`src/rtl/ram_burst_reader_if.sv`:
```
// ram_burst_reader_if: burst request, RAM read port and output stream of the burst reader
interface ram_burst_reader_if #(
  parameter int DATA_WIDTH = 8,
  parameter int ADDR_WIDTH = 10,
  parameter int LEN_WIDTH = 10
);
  logic iStart;
  logic [ADDR_WIDTH-1:0] iStartAddress;
  logic [LEN_WIDTH-1:0] iLength;
  logic oBusy;
  logic [ADDR_WIDTH-1:0] oReadAddress;
  logic [DATA_WIDTH-1:0] iRamData;
  logic [DATA_WIDTH-1:0] oData;
  logic oValid;
  logic iReady;
  logic oDone;
  modport slave (
    input iStart, iStartAddress, iLength, iRamData, iReady,
    output oBusy, oReadAddress, oData, oValid, oDone
  );
  modport master (
    output iStart, iStartAddress, iLength, iRamData, iReady,
    input oBusy, oReadAddress, oData, oValid, oDone
  );
endinterface

```
`src/rtl/ram_burst_reader.sv`:
```
// ram_burst_reader: issues RAM reads for a burst and streams the words through a 2-entry buffer
module ram_burst_reader #(
  parameter int DATA_WIDTH = 8,
  parameter int ADDR_WIDTH = 10,
  parameter int LEN_WIDTH = 10
) (
  input logic Clock,
  input logic Reset,
  ram_burst_reader_if.slave bus
);
  typedef enum logic [1:0] {IDLE, RUN, DRAIN} state_t;
  state_t state, state_nx;
  logic [ADDR_WIDTH-1:0] addr, last_addr;
  logic [LEN_WIDTH-1:0] remaining;
  logic [DATA_WIDTH-1:0] mem [2];
  logic [1:0] count, count_nx;
  logic rd_ptr, wr_ptr, inflight, done, done_nx;
  logic valid, pop, issue, accept;
  assign valid = count != 2'd0;
  assign bus.oValid = valid;
  assign bus.oData = valid ? mem[rd_ptr] : '0;
  assign bus.oBusy = state != IDLE;
  assign bus.oDone = done;
  assign bus.oReadAddress = issue ? addr : last_addr;
  always_ff @(posedge Clock)
    if (Reset) state <= IDLE;
    else state <= state_nx;
  // credit = 2 - buffered - inflight + pop must stay positive to issue
  always_comb begin
    pop = valid && bus.iReady;
    issue = state == RUN && ({1'b0, count} + {2'b0, inflight}) < (3'd2 + {2'b0, pop});
    count_nx = count + {1'b0, inflight} - {1'b0, pop};
    accept = state == IDLE && bus.iStart;
    state_nx = state;
    done_nx = 1'b0;
    if (accept) begin
      state_nx = bus.iLength == '0 ? IDLE : RUN;
      done_nx = bus.iLength == '0;
    end else if (issue && remaining == LEN_WIDTH'(1)) begin
      state_nx = DRAIN;
    end else if (state == DRAIN && !inflight && count_nx == 2'd0) begin
      state_nx = IDLE;
      done_nx = 1'b1;
    end
  end
  always_ff @(posedge Clock)
    if (Reset) begin
      addr <= '0;
      last_addr <= '0;
      remaining <= '0;
      mem <= '{default: '0};
      count <= 2'd0;
      rd_ptr <= 1'b0;
      wr_ptr <= 1'b0;
      inflight <= 1'b0;
      done <= 1'b0;
    end else begin
      done <= done_nx;
      inflight <= issue;
      count <= count_nx;
      if (accept) begin
        addr <= bus.iStartAddress;
        remaining <= bus.iLength;
      end
      if (issue) begin
        addr <= addr + ADDR_WIDTH'(1);
        remaining <= remaining - LEN_WIDTH'(1);
        last_addr <= addr;
      end
      if (inflight) begin
        mem[wr_ptr] <= bus.iRamData;
        wr_ptr <= ~wr_ptr;
      end
      if (pop) rd_ptr <= ~rd_ptr;
    end
endmodule

```
`src/flat_wrapper.sv`:
```
// flat-port wrapper written by rule: the top's interface ports become plain ports
module ram_burst_reader_flat 
#(
  parameter int DATA_WIDTH = 8,
  parameter int ADDR_WIDTH = 10,
  parameter int LEN_WIDTH = 10
)
  (Clock, Reset, bus_iStart, bus_iStartAddress, bus_iLength, bus_iRamData, bus_iReady, bus_oBusy, bus_oReadAddress, bus_oData, bus_oValid, bus_oDone);
  ram_burst_reader_if #(.DATA_WIDTH(DATA_WIDTH), .ADDR_WIDTH(ADDR_WIDTH), .LEN_WIDTH(LEN_WIDTH)) bus_i ();
  input logic Clock;
  input logic Reset;
  input wire logic [$bits(bus_i.iStart)-1:0] bus_iStart;
  input wire logic [$bits(bus_i.iStartAddress)-1:0] bus_iStartAddress;
  input wire logic [$bits(bus_i.iLength)-1:0] bus_iLength;
  input wire logic [$bits(bus_i.iRamData)-1:0] bus_iRamData;
  input wire logic [$bits(bus_i.iReady)-1:0] bus_iReady;
  output wire logic [$bits(bus_i.oBusy)-1:0] bus_oBusy;
  output wire logic [$bits(bus_i.oReadAddress)-1:0] bus_oReadAddress;
  output wire logic [$bits(bus_i.oData)-1:0] bus_oData;
  output wire logic [$bits(bus_i.oValid)-1:0] bus_oValid;
  output wire logic [$bits(bus_i.oDone)-1:0] bus_oDone;
  assign bus_i.iStart = bus_iStart;
  assign bus_i.iStartAddress = bus_iStartAddress;
  assign bus_i.iLength = bus_iLength;
  assign bus_i.iRamData = bus_iRamData;
  assign bus_i.iReady = bus_iReady;
  assign bus_oBusy = bus_i.oBusy;
  assign bus_oReadAddress = bus_i.oReadAddress;
  assign bus_oData = bus_i.oData;
  assign bus_oValid = bus_i.oValid;
  assign bus_oDone = bus_i.oDone;
  ram_burst_reader #(.DATA_WIDTH(DATA_WIDTH), .ADDR_WIDTH(ADDR_WIDTH), .LEN_WIDTH(LEN_WIDTH)) u_core (.Clock(Clock), .Reset(Reset), .bus(bus_i));
endmodule
```
`config.mk`:
```
export PLATFORM = sky130hd
export DESIGN_NAME = ram_burst_reader_flat
export DESIGN_NICKNAME = d
export VERILOG_FILES = /design/src/rtl/ram_burst_reader_if.sv /design/src/rtl/ram_burst_reader.sv /design/src/flat_wrapper.sv
export SDC_FILE = /design/constraint.sdc
export NUM_CORES = 1
export LEC_CHECK = 0
export BUFFER_PORTS_ARGS = -buffer_cell sky130_fd_sc_hd__buf_2
export CAP_MARGIN = 5
export CELL_PAD_IN_SITES_DETAIL_PLACEMENT = 0
export CELL_PAD_IN_SITES_GLOBAL_PLACEMENT = 1
export CORE_MARGIN = 3
export CORE_UTILIZATION = 43
export DETAILED_ROUTE_END_ITERATION = 12
export PLACE_DENSITY = 0.91
export SKIP_CTS_REPAIR_TIMING = 1
export SYNTH_ARGS = -nofsm -noshare
export SYNTH_HDL_FRONTEND = slang
export SYNTH_SLANG_ARGS = --single-unit
```
`constraint.sdc`:
```
create_clock -name Clock -period 4.8 [get_ports Clock]
set_clock_uncertainty 0.15 [all_clocks]
set_input_delay 0.24 -clock Clock [delete_from_list [all_inputs] [get_ports Clock]]
set_output_delay 0.24 -clock Clock [all_outputs]
set_load 0.01 [all_outputs]
```
==> out/results.tsv, run 1 <==
stage	metric	value	unit
logic_synthesis	yosysTopAreaCell	dfxtp_1	
run_status	status	finished, final reports clean	
global_route	use_met1	0.228	
logic_synthesis	synth_area	2620	um^2
detailed_routing	drc	0	
logic_synthesis	avgSynthCellArea	8.51	um^2
clocking	cts.sinks	54	
job	cap_violations	0	
logic_synthesis	yosys.cell_count.top_type	dfxtp_1	
timing	rsz0062_at_grt	false	
critical_path	crit_top_cell	ha_1	
logic_synthesis	syn_nets	347	
critical_path	worstPathMaxFanout	27	
global_route	track_usage	0.165	
clocking	cts_buffers	5	
logic_synthesis	yosys_register_bits	54	
logic_synthesis	async_flop_share	0	
cells_and_area	drive_gt1_frac	0.221	
hold_path	min_path_type	input port to flip-flop	
critical_path	slowest_delay	470	ps
logic_synthesis	muxShareOfSynthArea	0.0854	
timing	slew_violations	0	
timing	worstMarginPinSlew	1050	ps
power	power.density	366	nW/um^2
detailed_routing	ant_nets	0	
die	fp.dieW	84.1	um
die	die_area	7070	um^2
die	initial_core_util	0.459	
critical_path	cp.arrival	2310	ps
detailed_routing	detail_route.iter0.violations	94	
cells_and_area	ff_latch_area	1080	um^2
timing	finalHoldViolations	0	
cells_and_area	diodes	0	
critical_path	crit_buf_inv	1	
global_route	antenna_found_initial	0	
place	post-place-ws	2280	ps
die	fp-row-count	27	
clocking	htreeDepth	2	
logic_synthesis	yosys.area_share.simple	0.243	
detailed_routing	viasPerCell	5.35	
global_route	grt_max_degree	61	
place	routabilityCongestion	0.850	
critical_path	cp.required	4410	ps
global_route	busiest_layer	met2	
critical_path	path_cells	ha_1 > ha_1 > nor3b_4 > nand2_4 > mux2_2 > buf_2	
die	die-height	84.1	um
logic_synthesis	ys_seq_area_frac	0.412	
logic_synthesis	yosysWarningCount	0	
timing	relSlewSlack	0.301	
hold_path	worstHoldStart	bus_iStartAddress[0]	
die	core-area	5710	um^2
place	port_buffers	52	
logic_synthesis	synth_area_leaders	dfxtp_1, nand2_1, a21oi_1, mux2_2, mux2i_1	
critical_path	path_class	flip-flop to output port	
global_route	met2_usage	0.267	
logic_synthesis	synth_adder_area_share	0.0334	
power	max-vdd-ir-drop	0.000174	V
logic_synthesis	netlist_instances	308	
power	leakagePower	0.00122	uW
logic_synthesis	synth_edf_count	0	
cells_and_area	area_delta_synth_final	15.1	%
timing	fmax	0.370	GHz
power	p_total	1110	uW
detailed_routing	wl_per_cell	13.6	um
global_route	grt_pass1_vias	2122	
timing	setup_slack	2100	ps
critical_path	r2r-start	u_core.inflight	
timing	min_period	2700	ps
logic_synthesis	synth_top_family_by_area	simple AND/OR/NAND/NOR gates	
timing	holdWs	30.5	ps
clocking	clk_latency	300	ps
logic_synthesis	synth_compound_area_frac	0.172	
cells_and_area	finish.utilization	0.529	
clocking	clk_pin_slew	100	ps
detailed_routing	firstDrtPassIters	4	
place	dpl.hpwl	4040	um
detailed_routing	vias	2272	
logic_synthesis	synthFlopType	dfxtp_1	
cells_and_area	layout.nets	391	
logic_synthesis	synth_cell_types	47	
timing	fin_crit_sh	0.563	
cells_and_area	n_fill_cell	548	
critical_path	start_kind	flip-flop	
timing	setup-violations-final	0	
clocking	clock-root-buffer	clkbuf_8	
critical_path	path_delay_family	simple AND/OR/NAND/NOR gates	
critical_path	end_kind	output port	
critical_path	startpoint	u_core.inflight	
logic_synthesis	synth_common_cells	dfxtp_1, nand2_1, a21oi_1, nor2_1	
critical_path	crit_slowest_cell	dfxtp_1	
detailed_routing	drt_wl_total	5770	um
global_route	grt_pass1_wl	9740	um
clocking	clock_path_buffers	2	
cells_and_area	multi_input_area	1430	um^2
timing	fin_setup_tns	0	ps
logic_synthesis	synth_top_area_share	0.412	
logic_synthesis	synthXorXnorAreaFrac	0.0100	
die	ioPinCount	53	
global_route	overflow	0	
clocking	cts_tree	done	
global_route	grt_use_met3	0.0296	
[per-layer routing]
layer  routed length (um)  part of all wire  vias to the layer above
li1                     -                 -                     1178
met1                 2870              0.50                     1042
met2                 2570              0.45                       47
met3                  267             0.046                        5
met4                   64             0.011                        0
met5                    0                 0                        -
[where the power goes]
part | switching [uW] | internal, uW
clock | 146 | 154
combinational | 152 | 118
sequential | 48.6 | 488
[layout make-up]
class / count / area share
multi-input combinational: 226 / 0.472
sequential: 54 / 0.358
clock inverter: 3 / 0.0133
clock buffer: 5 / 0.0228
timing repair buffer: 53 / 0.0887
inverter: 12 / 0.0149
tap: 72 / 0.0299
[registers in the layout (all words and copies together), names as in the netlist]
| name | flops |
|---|---|
| u_core.mem | 16 |
| u_core.addr | 10 |
| u_core.last_addr | 10 |
| u_core.remaining | 10 |
| u_core.count | 2 |
| u_core.state | 2 |
| u_core.bus.oDone | 1 |
| u_core.inflight | 1 |
| u_core.rd_ptr | 1 |
| u_core.wr_ptr | 1 |
[cell families (layout without fill, tap and decap cells)]
| group | after synthesis | count (layout) |
|---|---|---|
| buffers and inverters | 28 | 73 |
| AO/OA/AOI/OAI | 70 | 70 |
| XOR/XNOR | 3 | 3 |
| multiplexers | 21 | 21 |
| flip-flops | 54 | 54 |
| AND/OR/NAND/NOR | 125 | 125 |
| adder cells (fa/ha/maj) | 7 | 7 |
[worst min-delay path: stages]
cell and delay [ps]:
buf_2 100, nand2_1 50, a21oi_1 50
[through the flow]
| stage | cell area, um^2 | instances |
|---|---|---|
| 2_1_floorplan | 2620 | 308 |
| 3_3_place_gp | 2910 | 417 |
| 3_5_place_dp | 2910 | 417 |
| 4_1_cts | 3020 | 425 |
| 5_1_grt | 3020 | 425 |
| 6_report | 3020 | 425 |
[path summary, 6_finish.rpt]
check / end / slack, ps / cells past startpoint
hold reg to reg: u_core.mem[0] / 310 / 2
hold / removal: u_core.addr[0] / 30 / 3
setup / recovery: bus_oReadAddress[7] / 2100 / 6
setup reg to reg: u_core.remaining[8] / 2220 / 6
[layout by cell type (no fill, tap or decap), types with 3 or more instances in the layout]
| cell type | instances |
|---|---|
| dfxtp_1 | 54 |
| buf_2 | 52 |
| nand2_1 | 46 |
| a21oi_1 | 33 |
| nor2_1 | 20 |
| nand3_1 | 13 |
| inv_1 | 12 |
| nor2b_1 | 12 |
| mux2_2 | 11 |
| mux2i_1 | 10 |
| ha_1 | 7 |
| nand2b_1 | 6 |
| a22oi_1 | 6 |
| o211ai_1 | 6 |
| a31oi_1 | 6 |
| or3_1 | 5 |
| clkbuf_8 | 5 |
| nor4_1 | 4 |
| o22ai_1 | 4 |
| and3_1 | 3 |
| nand3b_1 | 3 |
Note: power is estimated with default switching activity, not from simulation.
==> run 2, diff against run 1 <==
--- a/config.mk
+++ b/config.mk
@@ -5,14 +5,15 @@
 export SDC_FILE = /design/constraint.sdc
 export NUM_CORES = 1
 export LEC_CHECK = 0
+export ABC_AREA = 1
 export BUFFER_PORTS_ARGS = -buffer_cell sky130_fd_sc_hd__buf_2
 export CAP_MARGIN = 5
 export CELL_PAD_IN_SITES_DETAIL_PLACEMENT = 0
 export CELL_PAD_IN_SITES_GLOBAL_PLACEMENT = 1
 export CORE_MARGIN = 3
-export CORE_UTILIZATION = 43
+export CORE_UTILIZATION = 35
 export DETAILED_ROUTE_END_ITERATION = 12
-export PLACE_DENSITY = 0.91
+export PLACE_DENSITY = 0.83
 export SKIP_CTS_REPAIR_TIMING = 1
 export SYNTH_ARGS = -nofsm -noshare
 export SYNTH_HDL_FRONTEND = slang
==> constraint.sdc (replaced) <==
create_clock -name Clock -period 2.4 [get_ports Clock]
set_clock_uncertainty 0.15 [all_clocks]
set_input_delay 0.12 -clock Clock [delete_from_list [all_inputs] [get_ports Clock]]
set_output_delay 0.12 -clock Clock [all_outputs]
set_load 0.01 [all_outputs]
==> run 2 against run 1 <==
  * The flow now finishes with violations (hold timing)
  * Utilization is 9.0 points lower
  * Combinational power grew to 3.9 times the previous value
  * Critical endpoint is now bus_oReadAddress[5]
  * Clock power is 85% higher
  * Critical path depth is 3 higher
  * Via count is 21% higher
  * Count of clock-buffer cells in the layout is 1 higher
  * Die area is 30% higher
  * Register-to-register slack worse by 1800 ps
  * Synthesized area is 8.1% higher
==> out/results.tsv, run 2 <==
stage	metric	value	unit
place	placed_cells	563	
logic_synthesis	yosysWarningCount	0	
logic_synthesis	synth_edf_count	0	
hold_path	worstHoldStart	bus_iLength[4]	
timing	fin_crit_sh	0.954	
global_route	track_usage	0.159	
logic_synthesis	synth_area_leaders	dfxtp_1, nand2_1, nor2_1, o21ai_0, a21oi_1	
power	p_total	2760	uW
critical_path	worstPathMaxFanout	15	
logic_synthesis	synth_cell_types	35	
critical_path	path_class	flip-flop to output port	
timing	holdWs	-18.0	ps
detailed_routing	drt_wl_total	7010	um
die	fp.dieW	96.0	um
clocking	cts.sinks	54	
die	die-height	96.0	um
hold_path	min_path_type	input port to flip-flop	
die	ioPinCount	53	
die	initial_core_util	0.363	
run_status	status	finished, violations left	
detailed_routing	wl_per_cell	11.9	um
critical_path	r2r-start	u_core.inflight	
clocking	clk_latency	310	ps
clocking	htreeDepth	2	
critical_path	slowest_delay	370	ps
logic_synthesis	netlist_instances	419	
place	post-place-ws	302	ps
cells_and_area	largest_reg_flops	16	
critical_path	end_kind	output port	
logic_synthesis	synth_area	2830	um^2
critical_path	cp.arrival	2020	ps
clocking	cts_tree	done	
die	core-area	7810	um^2
logic_synthesis	yosysTopAreaCell	dfxtp_1	
global_route	antenna_found_initial	0	
hold_path	holdPathEnd	u_core.remaining[4]	
clocking	clk_pin_slew	100	ps
detailed_routing	vias	2738	
logic_synthesis	synth_top_area_share	0.382	
cells_and_area	diodes	0	
timing	min_period	2290	ps
global_route	grt_max_degree	30	
job	cap_violations	0	
power	power.density	807	nW/um^2
detailed_routing	ant_nets	0	
global_route	overflow	0	
clocking	cts_buffers	5	
critical_path	rrSetupSlack	380	ps
logic_synthesis	yosys_register_bits	54	
die	fp-row-count	32	
timing	setup_slack	109	ps
critical_path	r2r-end	u_core.addr[6]	
power	leakagePower	0.00164	uW
logic_synthesis	avgSynthCellArea	6.76	um^2
hold_path	min_path_cells	5	
critical_path	crit_buf_inv	3	
logic_synthesis	yosys.cell_count.top_type	nand2_1	
detailed_routing	drc	0	
detailed_routing	firstDrtPassIters	4	
detailed_routing	detail_route.iter0.violations	138	
cells_and_area	area_delta_synth_final	20.9	%
cells_and_area	final_common_cell	nand2_1	
timing	rsz0062_at_grt	false	
timing	finalHoldViolations	3	
cells_and_area	layout.nets	523	
critical_path	path_delay_family	adder cells	
cells_and_area	drive_gt1_frac	0.194	
critical_path	cp.required	2130	ps
logic_synthesis	synthFlopType	dfxtp_1	
critical_path	crit_slowest_cell	dfxtp_4	
timing	worstMarginPinSlew	737	ps
logic_synthesis	syn_nets	458	
logic_synthesis	synth_common_cells	nand2_1, nor2_1, dfxtp_1, o21ai_0, inv_1	
logic_synthesis	ys_seq_area_frac	0.382	
cells_and_area	layout_common_cells	nand2_1, nor2_1, dfxtp_1	
critical_path	start_kind	flip-flop	
run_status	violations	hold timing	
global_route	grt_pass1_wl	11700	um
place	routabilityCongestion	0.823	
timing	fmax	0.437	GHz
critical_path	r2r_cells	10	
cells_and_area	stdcell_count	587	
cells_and_area	top_register	u_core.mem	
global_route	grt_pass1_vias	2528	
clocking	clock-root-buffer	clkbuf_8	
clocking	clock_path_buffers	2	
die	die_area	9210	um^2
timing	slew_violations	0	
detailed_routing	viasPerCell	4.66	
timing	setup-violations-final	0	
power	max-vdd-ir-drop	0.000307	V
timing	fin_setup_tns	0	ps
place	port_buffers	52	
timing	relSlewSlack	0.508	
logic_synthesis	async_flop_share	0	
critical_path	path_cells	ha_1 > ha_4 > nand2_4 > nand2_8 > inv_6 > or2_2 > o21ai_0 > inv_1 > buf_2	
place	dpl.hpwl	4860	um
run 2: changes by cell type after synthesis, sizes merged, moves of 7 or more:
| cell | change |
|---|---|
| nand2 | +63 |
| nor2 | +53 |
| nor2b | -12 |
| inv | +29 |
| clkbuf | -7 |
| o21ai | +43 |
| mux2i | -10 |
| mux2 | -11 |
run 2: kinds of logic (layout without fill, tap and decap cells):
logic type | Yosys count | in the layout | share of synthesized area
buffers and inverters | 58 | 123 | 0.0954
adder cells (fa/ha/maj) | 7 | 7 | 0.0309
flip-flops | 54 | 54 | 0.382
AND/OR/NAND/NOR | 212 | 213 | 0.317
AO/OA/AOI/OAI | 78 | 78 | 0.144
XOR/XNOR | 10 | 10 | 0.0309
run 2: worst register-to-register path, cell delays in order, from the launching register on:
cell	delay, ps
dfxtp_4	370
ha_1	220
ha_4	280
nand2_4	80
nand2_8	120
buf_4	120
buf_4	110
nand2_2	60
inv_2	200
nand2_1	80
a21oi_1	150
run 2: per-stage QoR:
| step | instance area [um^2] | hold WS [ps] | utilization |
|---|---|---|---|
| floorplan | 2830 | 77.1 | - |
| global placement | 3150 | 210 | 0.404 |
| detailed placement | 3150 | 217 | 0.404 |
| CTS | 3250 | -118 | 0.417 |
| global route | 3430 | 14.5 | 0.439 |
| finish | 3430 | -18.0 | 0.439 |
run 2: how the worst max path moves through the flow:
stage	slack [ps]	startpoint	endpoint	depth (start not counted)
6_report	110	u_core.inflight	bus_oReadAddress[5]	9
3_5_place_dp	300	u_core.inflight	bus_oReadAddress[3]	9
5_1_grt	0.2	u_core.inflight	bus_oReadAddress[4]	9
2_1_floorplan	560	u_core.count[1]	u_core.state[1]	12
3_3_place_gp	370	u_core.inflight	bus_oReadAddress[4]	9
4_1_cts	-60	u_core.inflight	bus_oReadAddress[3]	9
run 2: where the power goes:
group          switching, uW  internal [uW]  total [uW]
Combinational            649            411        1060
Clock                    316            238         554
Sequential               123           1030        1150
Total                   1090           1680        2760
run 2: final cells by class:
class                           instances  area [um^2]
Clock buffer                            6         82.6
Fill cell                             856         4380
Sequential cell                        54         1080
Timing Repair Buffer                   72          435
Clock inverter                          2         16.3
Multi-Input combinational cell        308         1510
Tap cell                              102          128
Inverter                               43          166
run 2: routing by layer:
layer	vias up	track usage	wire [um]
met2	56	0.263	3140
met4	0	0.0391	52
li1	1450	-	-
met1	1227	0.215	3520
met5	-	0	0
met3	5	0.0281	295
